`config.mk`:
```
export PLATFORM = sky130hd
export DESIGN_NAME = sample_gain
export DESIGN_NICKNAME = d
export VERILOG_FILES = /design/src/rtl/sample_gain_pkg.sv /design/src/rtl/sample_gain_sat_scale.sv /design/src/rtl/sample_gain.sv
export SDC_FILE = /design/constraint.sdc
export NUM_CORES = 1
export LEC_CHECK = 0
export CORE_AREA = 2 2 169 336
export CTS_CLUSTER_SIZE = 30
export DETAILED_ROUTE_END_ITERATION = 16
export DIE_AREA = 0 0 171 338
export PLACE_DENSITY_LB_ADDON = 0.25
export SLEW_MARGIN = 20
export SYNTH_ARGS = -nofsm -noshare
export SYNTH_HDL_FRONTEND = slang
export SYNTH_SLANG_ARGS = --single-unit
```
`constraint.sdc`:
```
create_clock -name clk -period 20.5 [get_ports clk]
set_input_delay 4.1 -clock clk [delete_from_list [all_inputs] [get_ports clk]]
set_output_delay 4.1 -clock clk [all_outputs]
set_load 0.02 [all_outputs]
```
`src/rtl/sample_gain_pkg.sv`:
```
// sample_gain_pkg
//   Shared definitions for the sample_gain block: FSM state encoding, datapath
//   widths and the bit positions of the fields inside the eq_vals control word.
package sample_gain_pkg;

  localparam int SAMPLE_W = 24;  // signed audio sample width
  localparam int GAIN_W   = 8;   // unsigned gain width (Q2.6 by default)

  // eq_vals field positions
  localparam int EQ_RGAIN_LSB  = 0;
  localparam int EQ_LGAIN_LSB  = 8;
  localparam int EQ_MUTE_BIT   = 16;
  localparam int EQ_BYPASS_BIT = 17;
  localparam int EQ_CAP_W      = 18;  // bits [17:0] are captured, the rest ignored

  typedef enum logic [1:0] {
    IDLE  = 2'd0,
    MUL_L = 2'd1,
    MUL_R = 2'd2,
    DONE  = 2'd3
  } state_e;

endpackage

```
`src/rtl/sample_gain_sat_scale.sv`:
```
// sat_scale
//   Combinational gain stage: signed sample times zero-extended unsigned gain,
//   arithmetic right shift by GAIN_FRAC (floor), then saturation to the sample
//   width.
//   Ports:
//     sample  in  SAMPLE_W  signed input sample
//     gain    in  GAIN_W    unsigned gain, GAIN_FRAC fractional bits
//     result  out SAMPLE_W  signed, saturated scaled sample
module sat_scale
  import sample_gain_pkg::*;
#(
  parameter int GAIN_FRAC = 6
) (
  input  logic [SAMPLE_W-1:0] sample,
  input  logic [GAIN_W-1:0]   gain,
  output logic [SAMPLE_W-1:0] result
);

  localparam int PROD_W = SAMPLE_W + GAIN_W + 1;
  localparam int TOP_W  = PROD_W - SAMPLE_W + 1;

  logic signed [PROD_W-1:0] product;
  logic signed [PROD_W-1:0] shifted;
  logic        [TOP_W-1:0]  top_bits;

  // The extra zero bit keeps the gain non-negative inside a signed multiply.
  assign product  = $signed(sample) * $signed({1'b0, gain});
  assign shifted  = product >>> GAIN_FRAC;
  // The value fits in SAMPLE_W bits only if every bit from the sample sign bit
  // upward is a copy of the product sign.
  assign top_bits = shifted[PROD_W-1:SAMPLE_W-1];

  always_comb begin
    result = shifted[SAMPLE_W-1:0];
    if (!((&top_bits) || (~|top_bits))) begin
      if (shifted[PROD_W-1]) begin
        result = {1'b1, {(SAMPLE_W-1){1'b0}}};
      end else begin
        result = {1'b0, {(SAMPLE_W-1){1'b1}}};
      end
    end
  end

endmodule

```
`src/rtl/sample_gain.sv`:
```
// sample_gain
//   Stereo gain stage with mute and bypass. A sample pair is captured on
//   newsample and scaled through one shared multiplier, left then right; both
//   outputs update together and out_valid pulses three clocks after capture.
//   Ports:
//     clk        in   1   system clock
//     nreset     in   1   asynchronous active-low reset
//     left_in    in   24  signed left sample
//     right_in   in   24  signed right sample
//     newsample  in   1   one-clock pulse, inputs valid
//     eq_vals    in   32  [7:0] right gain, [15:8] left gain, [16] mute, [17] bypass
//     left_out   out  24  scaled left sample
//     right_out  out  24  scaled right sample
//     out_valid  out  1   one-clock pulse, outputs updated
//     busy       out  1   a pair is in process
//     overrun    out  1   sticky: newsample seen while busy
module sample_gain
  import sample_gain_pkg::*;
#(
  parameter int GAIN_FRAC = 6
) (
  input  logic                clk,
  input  logic                nreset,
  input  logic [SAMPLE_W-1:0] left_in,
  input  logic [SAMPLE_W-1:0] right_in,
  input  logic                newsample,
  input  logic [31:0]         eq_vals,
  output logic [SAMPLE_W-1:0] left_out,
  output logic [SAMPLE_W-1:0] right_out,
  output logic                out_valid,
  output logic                busy,
  output logic                overrun
);

  state_e              state_q, state_d;
  logic [SAMPLE_W-1:0] left_s_q, left_s_d;
  logic [SAMPLE_W-1:0] right_s_q, right_s_d;
  logic [EQ_CAP_W-1:0] eq_q, eq_d;
  logic [SAMPLE_W-1:0] left_res_q, left_res_d;
  logic [SAMPLE_W-1:0] left_out_q, left_out_d;
  logic [SAMPLE_W-1:0] right_out_q, right_out_d;
  logic                overrun_q, overrun_d;

  logic [SAMPLE_W-1:0] mul_sample;
  logic [GAIN_W-1:0]   mul_gain;
  logic [SAMPLE_W-1:0] scaled;
  logic [SAMPLE_W-1:0] chan_result;
  logic                unused_eq_bits;

  assign unused_eq_bits = ^eq_vals[31:EQ_CAP_W];

  // Shared multiplier operand select: right channel only in MUL_R.
  assign mul_sample = (state_q == MUL_R) ? right_s_q : left_s_q;
  assign mul_gain   = (state_q == MUL_R) ? eq_q[EQ_RGAIN_LSB +: GAIN_W]
                                         : eq_q[EQ_LGAIN_LSB +: GAIN_W];

  sat_scale #(
    .GAIN_FRAC (GAIN_FRAC)
  ) u_sat_scale (
    .sample (mul_sample),
    .gain   (mul_gain),
    .result (scaled)
  );

  // Mute has priority over bypass.
  always_comb begin
    chan_result = scaled;
    if (eq_q[EQ_MUTE_BIT]) begin
      chan_result = '0;
    end else if (eq_q[EQ_BYPASS_BIT]) begin
      chan_result = mul_sample;
    end
  end

  always_comb begin
    state_d     = state_q;
    left_s_d    = left_s_q;
    right_s_d   = right_s_q;
    eq_d        = eq_q;
    left_res_d  = left_res_q;
    left_out_d  = left_out_q;
    right_out_d = right_out_q;
    overrun_d   = overrun_q | (newsample && (state_q != IDLE));
    case (state_q)
      IDLE: begin
        if (newsample) begin
          left_s_d  = left_in;
          right_s_d = right_in;
          eq_d      = eq_vals[EQ_CAP_W-1:0];
          state_d   = MUL_L;
        end
      end
      MUL_L: begin
        left_res_d = chan_result;
        state_d    = MUL_R;
      end
      MUL_R: begin
        // Left result was parked a cycle earlier so both outputs move together.
        left_out_d  = left_res_q;
        right_out_d = chan_result;
        state_d     = DONE;
      end
      DONE: begin
        state_d = IDLE;
      end
      default: begin
        state_d = IDLE;
      end
    endcase
  end

  always_ff @(posedge clk or negedge nreset) begin
    if (!nreset) begin
      state_q     <= IDLE;
      left_s_q    <= '0;
      right_s_q   <= '0;
      eq_q        <= '0;
      left_res_q  <= '0;
      left_out_q  <= '0;
      right_out_q <= '0;
      overrun_q   <= 1'b0;
    end else begin
      state_q     <= state_d;
      left_s_q    <= left_s_d;
      right_s_q   <= right_s_d;
      eq_q        <= eq_d;
      left_res_q  <= left_res_d;
      left_out_q  <= left_out_d;
      right_out_q <= right_out_d;
      overrun_q   <= overrun_d;
    end
  end

  assign left_out  = left_out_q;
  assign right_out = right_out_q;
  assign out_valid = (state_q == DONE);
  assign busy      = (state_q != IDLE);
  assign overrun   = overrun_q;

endmodule

```
==> impl_metrics.py <==
metrics = {
    "final_layout": {
        "synthToLayoutAreaGrowth_pct": 19.21,
        "final_nets": 1778,
        "mostFrequentLayoutCells": "223 x inv_1, 149 x fa_1, 141 x dfrtp_1, 131 x nand2_1, 128 x nor2_1",
        "fin_area_sq_mm": 0.01629,
        "final.fill_count": 5930,
        "most_common_cell_after_layout_fill_and_taps_aside": "inv_1",
        "antenna-diode-count": 0,
        "drive_above_1_share_pct": 14.94,
    },
    "cts": {
        "clk_path_buf_depth": 2,
        "cts-htree-levels": 4,
        "path_clk_slew_ns": 0.08,
        "insertion_delay_ns": 0.47,
        "cts_setup_buffers": 0,
        "post_cts_resized": 0,
        "cts-hold-fix-buffers": 0,
        "cts_root_buf": "clkbuf_16",
        "cts_tree": "built",
        "cts_buffers": 17,
        "cts.sink_count": 141,
    },
    "critical_path": {
        "critical_path.cell_chain": "inv_1 > ha_4 > buf_4 > mux2i_2 > nor2_1 > fa_1 > fa_1 > fa_1 > inv_1 > fa_1 > inv_1 > ha_1 > a21oi_1 > nand2_1 > a221oi_2 > o221ai_1 > o31ai_1 > and2_1 > nor2_4 > a221oi_1 > o2bb2ai_1",
        "ff2ff_path_depth": 21,
        "slowest_stage": "mux2i_2",
        "cp_slowest_stage_delay_ns": 0.97,
        "cpMostUsedCell": "fa_1",
        "setup.reg_to_reg.worst_slack_ns": 11.31,
        "crit-reg2reg-launch": "state_q[0]",
        "cp_endpoint_kind": "register",
        "critical_path.top_delay_family": "adder cells",
        "critical_path_arrival_ns": 9.52,
        "worst_ep_required_time_ns": 20.83,
        "crit_type": "reg2reg",
        "critPathMaxFanout": 51,
        "nature_of_the_critical_path_startpoint": "register",
        "rr_endpoint": "right_out[7]",
        "critical_path_buf_inv_count": 4,
    },
    "synthesis": {
        "yosys_warn_count": 0,
        "synth_area_sq_mm": 0.01367,
        "synth-edff-count": 0,
        "synth_seq_area_share_pct": 25.81,
        "ys.flop_type": "dfrtp_1",
        "synth.distinct_cells": 80,
        "mappedNetlistNets": 1689,
        "post_synth_inst_count": 1391,
        "synthesis.area_per_instance_sq_um": 9.826,
        "ys_async_sr_fraction_pct": 100.0,
        "synth.ff_latch_count": 141,
    },
    "sta": {
        "setup_repair_after_global_routing_missed_its_margin": "false",
        "tns_ns": 0,
        "slew_headroom_pct": 26.67,
        "timing.fmax_mhz": 108.8,
        "timing.final.setup_violations": 0,
        "timing_worst_slew_pin_value_ns": 1.079,
        "fin_crit_ns": 9.191,
        "hold_viol_final": 0,
        "maxSlewViolCount": 0,
        "fin_skew_ns": 0.01391,
        "fin_crit_sh_pct": 44.84,
        "final.setup.worst_slack_ns": 11.31,
        "fin_hold_ws_ns": 0.4625,
    },
    "worst_hold_path": {
        "timing.hold.worst_path_depth": 1,
        "min_from": "overrun",
        "worst_hold_path_type": "reg2reg",
        "min_delay_worst_endpoint": "overrun",
    },
    "die": {
        "fp_rows": 122,
        "die-height_um": 338,
        "design.die.area_sq_mm": 0.05780,
        "core_region_area_sq_mm": 0.05526,
        "initial_utilization_pct": 24.74,
        "die_wd_um": 171,
        "pin_count": 134,
    },
    "global_routing": {
        "overall_fraction_of_global_route_tracks_in_use_pct": 15.55,
        "via_count_of_the_first_global_routing_pass": 10920,
        "antenna_violations_before_repair": 0,
        "met3_usage_pct": 2.032,
        "grt_first_pass_wirelength_um": 66400,
        "global_route.peak_usage_layer": "met2",
        "grt_overflow": 0,
        "grt_start_max_net_pins": 76,
        "groute.layer.met1.usage_pct": 17.23,
        "gr-usage-met2_pct": 29.14,
    },
    "run": {
        "cap_viol_max_count": 0,
    },
    "route": {
        "remaining_drc_errors": 0,
        "detail_route.vias_per_cell": 4.594,
        "detailedRoute.firstIterationViolations": 496,
        "antenna_left": 0,
        "drt_first_pass_iters": 7,
        "route.detailed.wl_per_inst_um": 19.48,
        "drt_wl_total_um": 43580,
        "route.vias.total": 10280,
    },
    "placement": {
        "globalplace.congestion": 0.8513,
        "port_buffers": 119,
        "place.detailed.hpwl_um": 35970,
        "place_area_sq_mm": 0.01566,
        "post-place-ws_ns": 11.06,
    },
    "status": {
        "status": "complete, no violations",
    },
}
==> how the worst max path moves through the flow <==
| stage | from | end | slack, ns | cells past startpoint |
|---|---|---|---|---|
| 2_1_floorplan | state_q[0] | right_out[16] | 13.60 | 26 |
| 3_3_place_gp | state_q[0] | right_out[7] | 11.08 | 21 |
| 3_5_place_dp | state_q[0] | right_out[7] | 11.06 | 21 |
| 4_1_cts | state_q[0] | right_out[7] | 11.05 | 21 |
| 5_1_grt | state_q[0] | left_res_q[7] | 10.80 | 21 |
| 6_report | state_q[0] | right_out[7] | 11.31 | 21 |
==> synthesized netlist by cell type (6+ instances only) <==
library cell | count | area, sq um
o21ai_1 | 12 | 60.06
nor3_1 | 8 | 40.04
clkbuf_1 | 48 | 180.2
fa_1 | 149 | 2983
a21o_1 | 11 | 82.58
nand3_1 | 11 | 55.05
xnor2_1 | 11 | 96.34
and3_1 | 7 | 43.79
o21ai_0 | 48 | 240.2
nand4_1 | 6 | 37.54
inv_1 | 223 | 837.1
ha_1 | 66 | 825.8
nand2_1 | 132 | 495.5
o21a_1 | 6 | 45.04
o2bb2ai_1 | 32 | 280.3
mux2_2 | 120 | 1351
a221oi_2 | 11 | 165.2
xor2_1 | 13 | 113.9
nor3_2 | 6 | 60.06
and2_1 | 11 | 68.82
mux2i_1 | 30 | 300.3
buf_6 | 6 | 67.56
nor2_1 | 129 | 484.2
a21oi_1 | 37 | 185.2
dfrtp_1 | 141 | 3528
==> stage by stage <==
| stage | instances | util, % |
|---|---|---|
| after floorplan | 1391 | - |
| after global placement | 2205 | 28.34 |
| after detailed placement | 2205 | 28.34 |
| after CTS | 2237 | 29.46 |
| after global routing | 2237 | 29.49 |
| final | 2237 | 29.49 |
==> flip-flops by register name, summed over array words and instances (netlist names) <==
register and count:
eq_q 18, left_out 24, left_res_q 24, left_s_q 24, overrun 1, right_out 24
right_s_q 24, state_q 2
==> kinds of logic (layout without fill, tap and decap cells) <==
group / count (synthesis) / after routing / synth area share (%)
AO/OA/AOI/OAI: 226 / 226 / 12.46
XOR/XNOR: 24 / 24 / 1.538
adder cells (fa/ha/maj): 215 / 215 / 27.87
buffers and inverters: 287 / 389 / 8.275
flip-flops: 141 / 141 / 25.81
multiplexers: 151 / 151 / 12.25
AND/OR/NAND/NOR: 347 / 347 / 11.80
==> layout make-up <==
type                       instances  area, sq um  share of cell area (%)
multi-input combinational        963         9080                   55.72
sequential                       141         3528                   21.65
timing repair buffer             133         1297                   7.963
tap                              744        930.9                   5.713
inverter                         224        840.8                   5.160
clock buffer                      17        425.4                   2.611
clock inverter                    15        191.4                   1.175
==> metal layers <==
metal | wire length [um] | vias to the layer above | part of all wire, %
met1 | 16980 | 5218 | 39
met3 | 1243 | 58 | 2.9
met5 | 0 | - | 0
met4 | 1649 | 0 | 3.8
met2 | 23700 | 212 | 54
li1 | - | 4789 | -
Power is left out: the tool's default activity adds up to more than one toggle a clock period on the data nets, which glitch-free logic cannot reach.
